--- src/rtl/sid_pkg.sv ---
// Shared constants and types for the multi-voice SID SPI register bank.
package sid_pkg;

    localparam logic [2:0] REG_FREQ_LO = 3'd0;
    localparam logic [2:0] REG_FREQ_HI = 3'd1;
    localparam logic [2:0] REG_PW_LO   = 3'd2;
    localparam logic [2:0] REG_PW_HI   = 3'd3;
    localparam logic [2:0] REG_ATTACK  = 3'd4;
    localparam logic [2:0] REG_SUSTAIN = 3'd5;
    localparam logic [2:0] REG_WAVE    = 3'd6;
    localparam logic [2:0] REG_CTRL    = 3'd7;

    localparam int RW_BIT    = 15;
    localparam int VOICE_MSB = 14;
    localparam int VOICE_LSB = 11;
    localparam int REG_MSB   = 10;
    localparam int REG_LSB   = 8;

    // Offset of the header byte inside the 16-bit frame.
    localparam int HDR_OFS = 8;

    localparam logic [3:0] BROADCAST_VOICE = 4'hF;

    typedef enum logic [1:0] {
        ST_IDLE,
        ST_HEADER,
        ST_DATA,
        ST_DONE
    } spi_state_t;

endpackage

--- src/rtl/sid_spi_sync.sv ---
// Synchronises the asynchronous SPI pins into clk and detects spi_clk edges.
module sid_spi_sync #(
    parameter int SYNC_STAGES = 2
) (
    input  logic clk,
    input  logic rst,
    input  logic spi_clk,
    input  logic spi_cs_n,
    input  logic spi_mosi,
    output logic sclk_rise,
    output logic sclk_fall,
    output logic cs_n,
    output logic mosi
);

    logic [SYNC_STAGES-1:0] sclk_q;
    logic [SYNC_STAGES-1:0] cs_q;
    logic [SYNC_STAGES-1:0] mosi_q;
    logic                   sclk_prev;

    always_ff @(posedge clk) begin
        if (rst) begin
            sclk_q    <= '0;
            cs_q      <= '1;
            mosi_q    <= '0;
            sclk_prev <= 1'b0;
        end else begin
            // NOTE: non-blocking so each stage samples the previous stage's old value.
            sclk_q    <= {sclk_q[SYNC_STAGES-2:0], spi_clk};
            cs_q      <= {cs_q[SYNC_STAGES-2:0], spi_cs_n};
            mosi_q    <= {mosi_q[SYNC_STAGES-2:0], spi_mosi};
            sclk_prev <= sclk_q[SYNC_STAGES-1];
        end
    end

    assign sclk_rise = sclk_q[SYNC_STAGES-1] & ~sclk_prev;
    assign sclk_fall = ~sclk_q[SYNC_STAGES-1] & sclk_prev;
    assign cs_n      = cs_q[SYNC_STAGES-1];
    assign mosi      = mosi_q[SYNC_STAGES-1];

endmodule

--- src/rtl/sid_spi_regbank.sv ---
// SPI slave serving NUM_VOICES SID voices with readback and optional shadow/commit registers.
module sid_spi_regbank
    import sid_pkg::*;
#(
    parameter int NUM_VOICES  = 3,
    parameter int SHADOW      = 1,
    parameter int SYNC_STAGES = 2
) (
    input  logic                    clk,
    input  logic                    rst,
    input  logic                    spi_clk,
    input  logic                    spi_cs_n,
    input  logic                    spi_mosi,
    output logic                    spi_miso,
    output logic [16*NUM_VOICES-1:0] sid_frequency,
    output logic [16*NUM_VOICES-1:0] sid_duration,
    output logic [8*NUM_VOICES-1:0]  sid_attack,
    output logic [8*NUM_VOICES-1:0]  sid_sustain,
    output logic [8*NUM_VOICES-1:0]  sid_waveform,
    output logic [NUM_VOICES-1:0]    voice_update
);

    typedef logic [6:0][7:0] voice_regs_t;

    logic            sclk_rise, sclk_fall, cs_n, mosi;
    spi_state_t      state;
    logic [3:0]      bit_cnt;
    logic [13:0]     shift_q;
    logic            is_read;
    logic [7:0]      tx_q;
    logic            exec_q;
    logic [14:0]     frame_q;
    logic [7:0]      hdr_next;
    logic [3:0]      hdr_voice;
    logic [2:0]      hdr_reg;
    logic [7:0]      rd_byte;
    logic [3:0]      w_voice;
    logic [2:0]      w_reg;
    logic [7:0]      w_data;
    logic [NUM_VOICES-1:0] pending;
    voice_regs_t     live   [NUM_VOICES];
    voice_regs_t     shadow [NUM_VOICES];

    sid_spi_sync #(.SYNC_STAGES(SYNC_STAGES)) u_sync (
        .clk       (clk),
        .rst       (rst),
        .spi_clk   (spi_clk),
        .spi_cs_n  (spi_cs_n),
        .spi_mosi  (spi_mosi),
        .sclk_rise (sclk_rise),
        .sclk_fall (sclk_fall),
        .cs_n      (cs_n),
        .mosi      (mosi)
    );

    assign hdr_next  = {shift_q[6:0], mosi};
    assign hdr_voice = hdr_next[VOICE_MSB-HDR_OFS:VOICE_LSB-HDR_OFS];
    assign hdr_reg   = hdr_next[REG_MSB-HDR_OFS:REG_LSB-HDR_OFS];
    assign w_voice   = frame_q[VOICE_MSB:VOICE_LSB];
    assign w_reg     = frame_q[REG_MSB:REG_LSB];
    assign w_data    = frame_q[7:0];

    always_comb begin
        // NOTE: default first so no path leaves rd_byte unassigned (no latch).
        rd_byte = 8'h00;
        for (int v = 0; v < NUM_VOICES; v++) begin
            if (hdr_voice == 4'(v)) begin
                if (hdr_reg == REG_CTRL) rd_byte = {7'b0, pending[v]};
                else if (SHADOW != 0)    rd_byte = shadow[v][hdr_reg];
                else                     rd_byte = live[v][hdr_reg];
            end
        end
    end

    // Frame FSM; the write itself is executed one clk after the 16th edge via exec_q.
    always_ff @(posedge clk) begin
        if (rst) begin
            state    <= ST_IDLE;
            bit_cnt  <= '0;
            shift_q  <= '0;
            is_read  <= 1'b0;
            tx_q     <= '0;
            exec_q   <= 1'b0;
            frame_q  <= '0;
            spi_miso <= 1'b0;
        end else begin
            exec_q <= 1'b0;
            if (cs_n) begin
                state    <= ST_IDLE;
                bit_cnt  <= '0;
                is_read  <= 1'b0;
                spi_miso <= 1'b0;
            end else begin
                unique case (state)
                    ST_IDLE: begin
                        state   <= ST_HEADER;
                        bit_cnt <= '0;
                    end
                    ST_HEADER: if (sclk_rise) begin
                        shift_q <= {shift_q[12:0], mosi};
                        bit_cnt <= bit_cnt + 4'd1;
                        if (bit_cnt == 4'd7) begin
                            state   <= ST_DATA;
                            is_read <= hdr_next[RW_BIT-HDR_OFS];
                            tx_q    <= rd_byte;
                        end
                    end
                    ST_DATA: if (sclk_rise) begin
                        shift_q <= {shift_q[12:0], mosi};
                        bit_cnt <= bit_cnt + 4'd1;
                        if (bit_cnt == 4'd15) begin
                            state    <= ST_DONE;
                            spi_miso <= 1'b0;
                            if (!is_read) begin
                                frame_q <= {shift_q, mosi};
                                exec_q  <= 1'b1;
                            end
                        end
                    end else if (sclk_fall && is_read) begin
                        spi_miso <= tx_q[7];
                        tx_q     <= {tx_q[6:0], 1'b0};
                    end
                    ST_DONE: begin
                    end
                    default: state <= ST_IDLE;
                endcase
            end
        end
    end

    always_ff @(posedge clk) begin
        if (rst) begin
            // NOTE: register storage is reset explicitly because live bytes drive the voices directly.
            for (int v = 0; v < NUM_VOICES; v++) begin
                live[v]   <= '0;
                shadow[v] <= '0;
            end
            voice_update <= '0;
        end else begin
            voice_update <= '0;
            if (exec_q) begin
                for (int v = 0; v < NUM_VOICES; v++) begin
                    if (w_reg == REG_CTRL) begin
                        if (SHADOW != 0 && w_data[0] &&
                            (w_voice == BROADCAST_VOICE || w_voice == 4'(v))) begin
                            live[v]         <= shadow[v];
                            voice_update[v] <= 1'b1;
                        end
                    end else if (w_voice == 4'(v)) begin
                        if (SHADOW != 0) begin
                            shadow[v][w_reg] <= w_data;
                        end else begin
                            live[v][w_reg]  <= w_data;
                            voice_update[v] <= 1'b1;
                        end
                    end
                end
            end
        end
    end

    for (genvar v = 0; v < NUM_VOICES; v++) begin : g_voice
        assign pending[v] = (SHADOW != 0) && (shadow[v] != live[v]);
        assign sid_frequency[16*v +: 16] = {live[v][REG_FREQ_HI], live[v][REG_FREQ_LO]};
        assign sid_duration[16*v +: 16]  = {live[v][REG_PW_HI], live[v][REG_PW_LO]};
        assign sid_attack[8*v +: 8]      = live[v][REG_ATTACK];
        assign sid_sustain[8*v +: 8]     = live[v][REG_SUSTAIN];
        assign sid_waveform[8*v +: 8]    = live[v][REG_WAVE];
    end

endmodule

--- config.mk ---
export PLATFORM = sky130hd
export DESIGN_NAME = sid_spi_regbank
export DESIGN_NICKNAME = d
export VERILOG_FILES = /design/src/rtl/sid_pkg.sv /design/src/rtl/sid_spi_sync.sv /design/src/rtl/sid_spi_regbank.sv
export SDC_FILE = /design/constraint.sdc
export NUM_CORES = 1
export LEC_CHECK = 0
export CORE_MARGIN = 2
export CORE_UTILIZATION = 57
export DETAILED_ROUTE_END_ITERATION = 8
export GPL_TIMING_DRIVEN = 0
export PLACE_DENSITY = 0.8
export SLEW_MARGIN = 20
export SYNTH_ARGS = -nofsm -noshare
export SYNTH_HDL_FRONTEND = slang
export SYNTH_SLANG_ARGS = --single-unit
--- constraint.sdc ---
create_clock -name clk -period 3.6 [get_ports clk]
set_clock_uncertainty 0.15 [all_clocks]
set_input_delay 0.36 -clock clk [delete_from_list [all_inputs] [get_ports clk]]
set_output_delay 0.36 -clock clk [all_outputs]
set_load 0.01 [all_outputs]
==> impl_metrics.tcl <==
set metrics [dict create \
    drive_gt1_frac 0.0958 \
    fin_crit_ps 3350 \
    placed_cell_area_um2 19600 \
    fin_hold_ws_ps 236 \
    ant_nets 0 \
    maxCapViolations 0 \
    rsz0062_at_grt "no" \
    grt_max_degree 57 \
    worstRegToRegCells 8 \
    cp-end-kind "register" \
    dp_hpwl_mm 33.1 \
    async_flop_share 0 \
    finalPower_mw 9.63 \
    top_layer_used "met4" \
    cts_setup_buffers 0 \
    required_ps 3840 \
    wl_met1_mm 18.2 \
    dieArea_um2 31700 \
    clock.fmax_mhz 298 \
    synth_area_per_cell_um2 14.0 \
    place_congestion 0.959 \
    whs_endpoint "u_sync.sclk_q[0]" \
    min_period_over_period 0.932 \
    outcome "completed" \
    synth.cell_area_um2 17300 \
    route.met2.wl_mm 22.6 \
    synth-seq-cells 392 \
    worstHoldStart "spi_clk" \
    insertion_delay_ps 530 \
    syn-num-nets 1241 \
    synth.largest_area_cell "edfxtp_1" \
    num_antenna_cells 0 \
    r2r-end "shadow[0][62]" \
    vias_per_cell 6.14 \
    area_growth_syn_to_layout_pct 20.8 \
    startpoint_type "register" \
    powerDensity_nw_per_um2 462 \
    rows 63 \
    synth_cell_types 61 \
    cts_hold_buf 0 \
    hold_violations 0 \
    ys_seq_area_frac 0.650 \
    antenna_found_initial 0 \
    fp.coreArea_um2 29700 \
    layout_common_cells "336 x edfxtp_1, 175 x clkdlybuf4s50_1, 170 x and2_1" \
    grt_overflow 0 \
    drt_iter0_markers 1464 \
    layout_commonest_cell "edfxtp_1" \
    hold_class "in -> reg" \
    cp-startpoint "frame_q[8]" \
    drv_slew 0 \
    met3WireLength_mm 4.96 \
    synth_cells 1230 \
    grt_pass1_vias 11200 \
    cts_tree "yes" \
    root_buffer "clkbuf_16" \
    r2r_start "frame_q[8]" \
    postRouteWirelength_mm 47.2 \
    drt-pass1-iter-count 6 \
    leakage_nw 7.23 \
    start_util 0.581 \
    maxSlewHeadroom 0.303 \
    cts.sinks 392 \
    io_pins 177 \
    route.vias.total 11500 \
    h-tree-depth 2 \
    wl_per_cell_um 25.2 \
    holdPathStages 2 \
    port_buffers 175 \
    worst-path-max-fanout 12 \
    rrSetupSlack_ps 250 \
    fp.dieH_um 178 \
    clk_transition_reported_paths_ps 60 \
    synth-warning-count 0 \
    grt_pass1_wl_mm 68.5 \
    yosys-top-cells-area "edfxtp_1 58%, dfxtp_1 6.5%, and2_1 6.2%, xnor2_1 5.9%, mux4_2 3.1%" \
    clockBufferDepth 3 \
    cts.repair.resized 0 \
    fp.dieW_um 178 \
    grt_usage 0.297 \
    numCtsBuffers 40 \
    drc 0 \
    synth_top_area_share 0.585 \
    cp.arrival_ps 3590 \
    ir_drop_mv 0.335 \
    finish.instance_area_um2 20900 \
    synth_edf_count 336 \
    worstMarginPinSlew_ps 1040 \
    ys.flop_type "edfxtp_1" \
    setup_violations 0 \
    nets 1465 \
    final_core_util 0.702 \
    worst-setup-path-type "reg -> reg" \
]
worst max path at each step:
stage	endpoint	slack (ps)	cells after the start
2_1_floorplan	live[0][0]	700	3
3_3_place_gp	shadow[0][1]	-610	6
3_5_place_dp	shadow[0][15]	80	6
4_1_cts	shadow[0][135]	70	7
5_1_grt	shadow[0][62]	240	8
6_report	shadow[0][62]	250	8
synth_stat cells (11+ instances only):
master / number
edfxtp_1: 336
and2_1: 170
xnor2_1: 117
nand2_1: 68
a21oi_1: 56
dfxtp_1: 56
xor2_1: 51
nor2_1: 38
nand4_1: 33
clkbuf_1: 26
mux2i_1: 24
mux4_2: 24
buf_6: 18
nor4_1: 17
nor2b_1: 14
a211oi_1: 13
buf_2: 13
a21o_1: 12
a2bb2oi_1: 11
nor3_1: 11
cells by family after synthesis:
logic type / Yosys count / share of synthesized area
AOI/OAI and AO/OA: 143 / 0.0552
xor gates and xnor gates: 168 / 0.0853
adders and majority gates: 6 / 0.00435
buffers and inverters: 70 / 0.0249
DFF: 392 / 0.650
muxes: 51 / 0.0472
and+or+nand+nor: 400 / 0.133
metrics by stage:
| step | std cells | setup slack [ps] | setup TNS, ps |
|---|---|---|---|
| 2_1_floorplan | 1230 | 701 | 0 |
| 3_3_place_gp | 1795 | -606 | -65610 |
| 3_5_place_dp | 1802 | 81.5 | 0 |
| 4_1_cts | 1872 | 67.2 | 0 |
| 5_1_grt | 1872 | 235 | 0 |
| 6_report | 1872 | 246 | 0 |
state kept, by name, summed over array words and instances (netlist names), 2 cells and up:
register       count
live             168
shadow           168
frame_q           15
shift_q           14
tx_q               8
bit_cnt            4
voice_update       3
state              2
u_sync.cs_q        2
u_sync.mosi_q      2
u_sync.sclk_q      2
power by group:
part	internal, mW	total [mW]	switching (mW)
Sequential	5.05	5.19	0.137
Clock	2.21	3.91	1.70
Combinational	0.255	0.535	0.280
per-layer routing:
metal / vias to the layer above / global-route usage
li1: 4954 / -
met1: 5699 / 0.409
met2: 734 / 0.480
met3: 111 / 0.0584
met4: 0 / 0.0956
met5: - / 0
critical path, stage by stage (launching register included):
cell     delay [ps]
dfxtp_1         300
buf_2           170
and3_4          170
or3b_4          410
or3_4           370
nor2_1          420
nor3_2          260
nor2b_2         690
buf_6           250
final cells by class:
cell class,count,area [µm²]
Inverter,6,22.5
Buffer,64,408
Timing Repair Buffer,182,1860
Clock buffer,54,1100
Clock inverter,16,110
Tap cell,390,488
Multi-Input combinational cell,768,5660
Sequential cell,392,11200
Fill cell,1986,8860
(Power assumes the default switching activity.)
